[config.mk]
export PLATFORM = sky130hd
export DESIGN_NAME = rr_stream_mux
export DESIGN_NICKNAME = d
export VERILOG_FILES = /design/src/rtl/rr_mux_pkg.sv /design/src/rtl/rr_arbiter.sv /design/src/rtl/rr_stream_mux.sv
export SDC_FILE = /design/constraint.sdc
export NUM_CORES = 1
export LEC_CHECK = 0
export CAP_MARGIN = 10
export CORE_MARGIN = 4
export CORE_UTILIZATION = 26
export DETAILED_ROUTE_END_ITERATION = 6
export PLACE_DENSITY = 0.62
export SLEW_MARGIN = 15
export SYNTH_ARGS = -nofsm -noshare
export SYNTH_HDL_FRONTEND = slang
export SYNTH_HIERARCHICAL = 1
export SYNTH_SLANG_ARGS = --single-unit
[constraint.sdc]
create_clock -name clk -period 2 [get_ports clk]
set_input_delay 0.2 -clock clk [delete_from_list [all_inputs] [get_ports clk]]
set_output_delay 0.2 -clock clk [all_outputs]
set_load 0.1 [all_outputs]
[src/rtl/rr_mux_pkg.sv]
// rtl/rr_mux_pkg.sv - shared state encoding and round-robin search for rr_stream_mux
package rr_mux_pkg;

    localparam int MAX_CH = 32;
    // One spare index bit so every legal SW leaves a non-empty remainder to discard.
    localparam int IDX_W  = 6;

    typedef enum logic [0:0] {
        IDLE = 1'b0,
        LOCK = 1'b1
    } mux_state_e;

    typedef struct packed {
        logic             found;
        logic [IDX_W-1:0] idx;
    } rr_pick_t;

    // First requester strictly after `last`, wrapping at n-1 -> 0.
    function automatic rr_pick_t rr_next(input logic [MAX_CH-1:0] req,
                                         input int last,
                                         input int n);
        rr_pick_t pick;
        int       c;
        pick = '0;
        for (int k = 1; k <= MAX_CH; k++) begin
            if (k <= n) begin
                c = (last + k) % n;
                if (!pick.found && req[c[IDX_W-2:0]]) begin
                    pick.found = 1'b1;
                    pick.idx   = c[IDX_W-1:0];
                end
            end
        end
        return pick;
    endfunction

endpackage

[src/rtl/rr_arbiter.sv]
// rtl/rr_arbiter.sv - combinational rotating-priority pick for rr_stream_mux
module rr_arbiter
    import rr_mux_pkg::*;
#(
    parameter  int N_CH = 4,
    localparam int SW   = $clog2(N_CH)
) (
    input  logic [N_CH-1:0] req,
    input  logic [SW-1:0]   last,
    output logic [SW-1:0]   gnt_idx,
    output logic            gnt_found
);

    rr_pick_t            w_pick;
    logic [IDX_W-SW-1:0] w_idx_unused;

    assign w_pick = rr_next(MAX_CH'(req), int'(last), N_CH);
    assign {w_idx_unused, gnt_idx} = w_pick.idx;
    assign gnt_found = w_pick.found;

endmodule

[src/rtl/rr_stream_mux.sv]
// rtl/rr_stream_mux.sv - N-channel packet-locking stream mux with registered output
module rr_stream_mux
    import rr_mux_pkg::*;
#(
    parameter  int N_CH    = 4,
    parameter  int WIDTH   = 8,
    parameter  int RR_MODE = 1,
    localparam int SW      = $clog2(N_CH)
) (
    input  logic                  clk,
    input  logic                  rst,
    input  logic [N_CH*WIDTH-1:0] in_data,
    input  logic [N_CH-1:0]       in_valid,
    input  logic [N_CH-1:0]       in_last,
    output logic [N_CH-1:0]       in_ready,
    input  logic [SW-1:0]         sel,
    output logic [WIDTH-1:0]      out_data,
    output logic                  out_valid,
    output logic                  out_last,
    input  logic                  out_ready,
    output logic [SW-1:0]         out_ch
);

    localparam logic [0:0] ST_IDLE = IDLE;
    localparam logic [0:0] ST_LOCK = LOCK;

    logic [0:0]       r_state;
    logic [SW-1:0]    r_gnt;
    logic [SW-1:0]    r_last;
    logic [WIDTH-1:0] r_out_data;
    logic             r_out_valid;
    logic             r_out_last;
    logic [SW-1:0]    r_out_ch;

    logic [SW-1:0]    w_pick_idx;
    logic             w_pick_found;
    logic [N_CH-1:0]  w_gnt_onehot;
    logic             w_out_free;
    logic [N_CH-1:0]  w_in_ready;
    logic             w_xfer;
    logic             w_gnt_last;
    logic [WIDTH-1:0] w_gnt_data;

    generate
        if (RR_MODE != 0) begin : g_rr
            logic w_sel_unused;
            assign w_sel_unused = ^sel;

            rr_arbiter #(.N_CH(N_CH)) u_arb (
                .req       (in_valid),
                .last      (r_last),
                .gnt_idx   (w_pick_idx),
                .gnt_found (w_pick_found)
            );
        end else begin : g_fixed
            logic            w_last_unused;
            logic [N_CH-1:0] w_sel_onehot;
            assign w_last_unused = ^r_last;
            assign w_sel_onehot  = N_CH'(1) << sel;
            assign w_pick_idx    = sel;
            assign w_pick_found  = (int'(sel) < N_CH) && |(in_valid & w_sel_onehot);
        end
    endgenerate

    assign w_gnt_onehot = N_CH'(1) << r_gnt;
    // The output register can take a beat when empty or being drained this cycle.
    assign w_out_free   = !r_out_valid || out_ready;
    assign w_in_ready   = (r_state == ST_LOCK && w_out_free) ? w_gnt_onehot : '0;
    assign w_xfer       = |(in_valid & w_in_ready);
    assign w_gnt_last   = |(in_last & w_gnt_onehot);

    always_comb begin
        w_gnt_data = '0;
        for (int i = 0; i < N_CH; i++) begin
            if (w_gnt_onehot[i]) begin
                w_gnt_data = in_data[i*WIDTH +: WIDTH];
            end
        end
    end

    always_ff @(posedge clk) begin
        if (rst) begin
            r_state     <= ST_IDLE;
            r_gnt       <= '0;
            r_last      <= SW'(N_CH - 1);
            r_out_data  <= '0;
            r_out_valid <= 1'b0;
            r_out_last  <= 1'b0;
            r_out_ch    <= '0;
        end else begin
            case (r_state)
                ST_IDLE: begin
                    if (w_pick_found) begin
                        r_state <= ST_LOCK;
                        r_gnt   <= w_pick_idx;
                    end
                end
                ST_LOCK: begin
                    if (w_xfer && w_gnt_last) begin
                        r_state <= ST_IDLE;
                        r_last  <= r_gnt;
                    end
                end
                default: r_state <= ST_IDLE;
            endcase

            if (w_xfer) begin
                r_out_data  <= w_gnt_data;
                r_out_last  <= w_gnt_last;
                r_out_ch    <= r_gnt;
                r_out_valid <= 1'b1;
            end else if (out_ready) begin
                r_out_valid <= 1'b0;
            end
        end
    end

    assign in_ready  = w_in_ready;
    assign out_data  = r_out_data;
    assign out_valid = r_out_valid;
    assign out_last  = r_out_last;
    assign out_ch    = r_out_ch;

endmodule

==> impl_summary.txt <==
----------------------------------------------------
[Status]
  Result of the run ... completed

[CTS]
  Latest clock arrival within the worst-skew pair ... 0.25 ns
  CTS root buffer ... sky130_fd_sc_hd__clkbuf_8
  Clock transition at the register clock pins on the worst setup and hold paths after CTS ... 0.07 ns
  CTS Hold Bufs ... 0
  CTS H-Tree Depth ... 1
  CTS tree ... built
  Number of sinks driven by the clock tree ... 17
  Setup fix buffers added after clock tree synthesis ... 0
  Total of cells resized after clock tree synthesis ... 0
  Number of buffers created by CTS ... 3
  CTS max path bufs ... 2

[Logic synthesis]
  Main area contributors after synthesis ... sky130_fd_sc_hd__dfxtp_1, sky130_fd_sc_hd__mux4_2, sky130_fd_sc_hd__a31o_1, sky130_fd_sc_hd__nand4_1, sky130_fd_sc_hd__a21oi_1
  Number of instances in the synthesized netlist ... 123
  Register area share after synthesis ... 29.6%
  Top_reg_cell synth ... sky130_fd_sc_hd__dfxtp_1
  Most area-hungry cell type in the Yosys netlist ... sky130_fd_sc_hd__dfxtp_1
  Number of synthesized flops with an enable pin ... 0
  Number of synthesized register bits ... 17
  Area share of the leading cell type in the synthesized netlist ... 29.6%
  Total standard cell area after synthesis ... 0.00115 mm2
  Nets in the synthesized netlist ... 168
  Yosys warning total ... 6
  Post-Synthesis Mean Instance Area ... 9.36 um2
  Number of distinct library cell variants in the gate-level netlist after synthesis ... 28
  Share of synthesized registers carrying an async set or reset ... 0%

[Global routing]
  Initial antenna violation count ... 0
  Total congestion overflow after global routing ... 0
  Maximum number of pins on one net before global-route repair ... 21
  Via count of the first global-routing pass ... 1318
  Combined global-route utilization of all metal layers ... 13.6%
  Global-route wire length before repair ... 5960 um

[Placement]
  Total half-perimeter wirelength after legalization and detailed placement ... 2980 um
  Port Buf Inserts ... 58
  Cell Area, Placed ... 0.00186 mm2
  Placed Cells incl. Taps ... 228
  Routability Congestion ... 0.754

[Power and ir drop]
  Total chip power ... 1.21 mW
  IR Drop Worst-Case VDD ... 0.000293 V
  P per Cell Area ... 635 mW/mm2
  Leak Pwr ... 0.697 nW

[Critical path]
  Kind of start point of the critical path ... input port
  Worst path top cell family by delay ... simple AND/OR/NAND/NOR gates
  Sum of buffers and inverters on the critical path ... 2
  CP max-delay cell ... sky130_fd_sc_hd__clkdlybuf4s50_1
  Crit-path cells ... clkdlybuf4s50_1, nand2b_1, nand3_1, nor2_4, buf_12
  R2r setup slk ... 0.38 ns
  FF-to-FF path depth ... 4
  Worst R2R End ... out_data[5]$_SDFFE_PP0P_
  Total stage count of the critical path ... 5
  Worst r2r src ... r_gnt[0]$_SDFFE_PP0P_
  Critical path capture point type ... output port
  Worst Path Max Fanout ... 7
  Kind of critical path ... in -> out
  Max incr delay on CP ... 0.45 ns
  Critical path data required time ... 1.80 ns
  Signal arrival time at the worst endpoint ... 1.55 ns

[Timing]
  Slew at the pin with the worst max-slew slack ... 0.626 ns
  RSZ-0062 raised after global routing ... false
  Final worst clock skew ... 0.00182 ns
  Number of hold violations in the final report ... 0
  Peak Freq ... 0.570 GHz
  Number of pins with negative max-slew slack in the final report ... 0
  Share of the clock period used by the worst path ... 87.7%
  Accumulated negative setup slack ... 0 ns
  # setup viols final ... 0
  Slew headroom ... 58.1%
  Min cycle time layout ... 1.75 ns

[Layout]
  Nets@finish ... 228
  Final design instance area without fill ... 0.00191 mm2
  Count of inserted antenna diode cells ... 0
  Most frequent standard cell in the layout excluding fill and tap cells ... sky130_fd_sc_hd__clkdlybuf4s50_1
  Share of layout cells above drive strength 1 ... 29.1%
  Area Overhead vs Synth ... 65.5%
  Non-filler cells in the finished layout ... 232
  Most frequent cells in the layout ... sky130_fd_sc_hd__clkdlybuf4s50_1, sky130_fd_sc_hd__buf_4, sky130_fd_sc_hd__dfxtp_1

[Routing]
  Final wirelength ... 3490 um
  Post-detailed-route wirelength per cell ... 15.1 um
  Post-DRT Antenna Nets ... 0
  First drt pass iteration count ... 5
  Residual DRC count ... 0
  Detailed router's first-iteration violation count ... 58
  Average via count per standard cell ... 5.18
  Total via count in the routed design ... 1202

[Floorplanning]
  Starting Density ... 27.8%
  Ports ... 61
  Cell row count ... 23
  CORE AREA ... 0.00414 mm2
  Overall die width ... 74.5 um
  Die outline height ... 74.5 um
  Die Area ... 0.00556 mm2

[Hold path]
  Class of the most critical hold timing path ... reg -> reg
  Hold wc startpoint ... out_ch[1]$_SDFFE_PP0P_
  Worst Hold End ... out_ch[1]$_SDFFE_PP0P_
  Depth of the worst hold-timing path ... 1

[Job]
  Max-cap viol count ... 0

----------------------------------------------------
worst max path at each step:
stage	endpoint	start	slack [ns]
detailed placement	out_data[5]$_SDFFE_PP0P_	in_valid[3]	0.09
CTS	in_ready[2]	out_ready	0.24
finish	in_ready[2]	out_ready	0.25
global placement	out_data[5]$_SDFFE_PP0P_	in_valid[3]	0.12
floorplan	in_ready[0]	out_valid$_SDFFE_PP0P_	0.01
global route	in_ready[2]	out_ready	0.17
Yosys cell counts, types with 2 or more instances:
cell and instances:
sky130_fd_sc_hd__dfxtp_1 17, sky130_fd_sc_hd__nor3_1 2, sky130_fd_sc_hd__a21oi_1 12, sky130_fd_sc_hd__buf_6 2
sky130_fd_sc_hd__nand2_1 2, sky130_fd_sc_hd__nor2_1 9, sky130_fd_sc_hd__nand3_1 2, sky130_fd_sc_hd__inv_1 13
sky130_fd_sc_hd__buf_2 3, sky130_fd_sc_hd__a31o_1 9, sky130_fd_sc_hd__mux4_2 10, sky130_fd_sc_hd__nand4_1 10
sky130_fd_sc_hd__a221o_1 2, sky130_fd_sc_hd__a21oi_2 2, sky130_fd_sc_hd__mux2i_1 5, sky130_fd_sc_hd__clkbuf_1 5
sky130_fd_sc_hd__nand2b_1 4, sky130_fd_sc_hd__buf_1 4
kinds of logic (layout without fill, tap and decap cells):
logic type	count (synthesis)	count (layout)	synth area share (%)
AOI/OAI and AO/OA	31	31	20.0
and+or+nand+nor	32	32	15.1
muxes	16	16	24.9
buffers and inverters	27	86	10.4
DFF	17	17	29.6
through the flow:
stage               hold WS, ns  util, %  setup slack (ns)
floorplan                 0.474        -            0.0101
global placement          0.485     44.9             0.118
detailed placement        0.513     44.9            0.0946
CTS                       0.529     46.0             0.239
global route              0.539     46.0             0.174
finish                    0.518     46.0             0.246
layout make-up:
type	count	area (um2)
clock buffer	3	41.3
clock inverter	1	5.00
fill	406	2240
inverter	13	48.8
multi-input combinational	79	731
sequential	17	344
tap	50	62.6
timing repair buffer	69	673
per-layer routing:
metal	vias to the layer above	global-route usage [%]	part of all wire, %
li1	575	-	-
met1	583	14.8	36
met2	38	26.2	56
met3	6	2.97	6.3
met4	0	3.56	1.4
met5	-	0	0
sequential cells by signal, summed over array words and instances, names as in the netlist:
name       flops
r_state        1
out_ch         2
out_data       8
out_last       1
r_last         2
r_gnt          2
out_valid      1
power by group:
part           switching [mW]  internal, mW
Clock                   0.114         0.138
Combinational           0.329         0.236
Sequential             0.0254         0.368
Total                   0.468         0.741
Note: power is estimated with default switching activity, not from simulation.
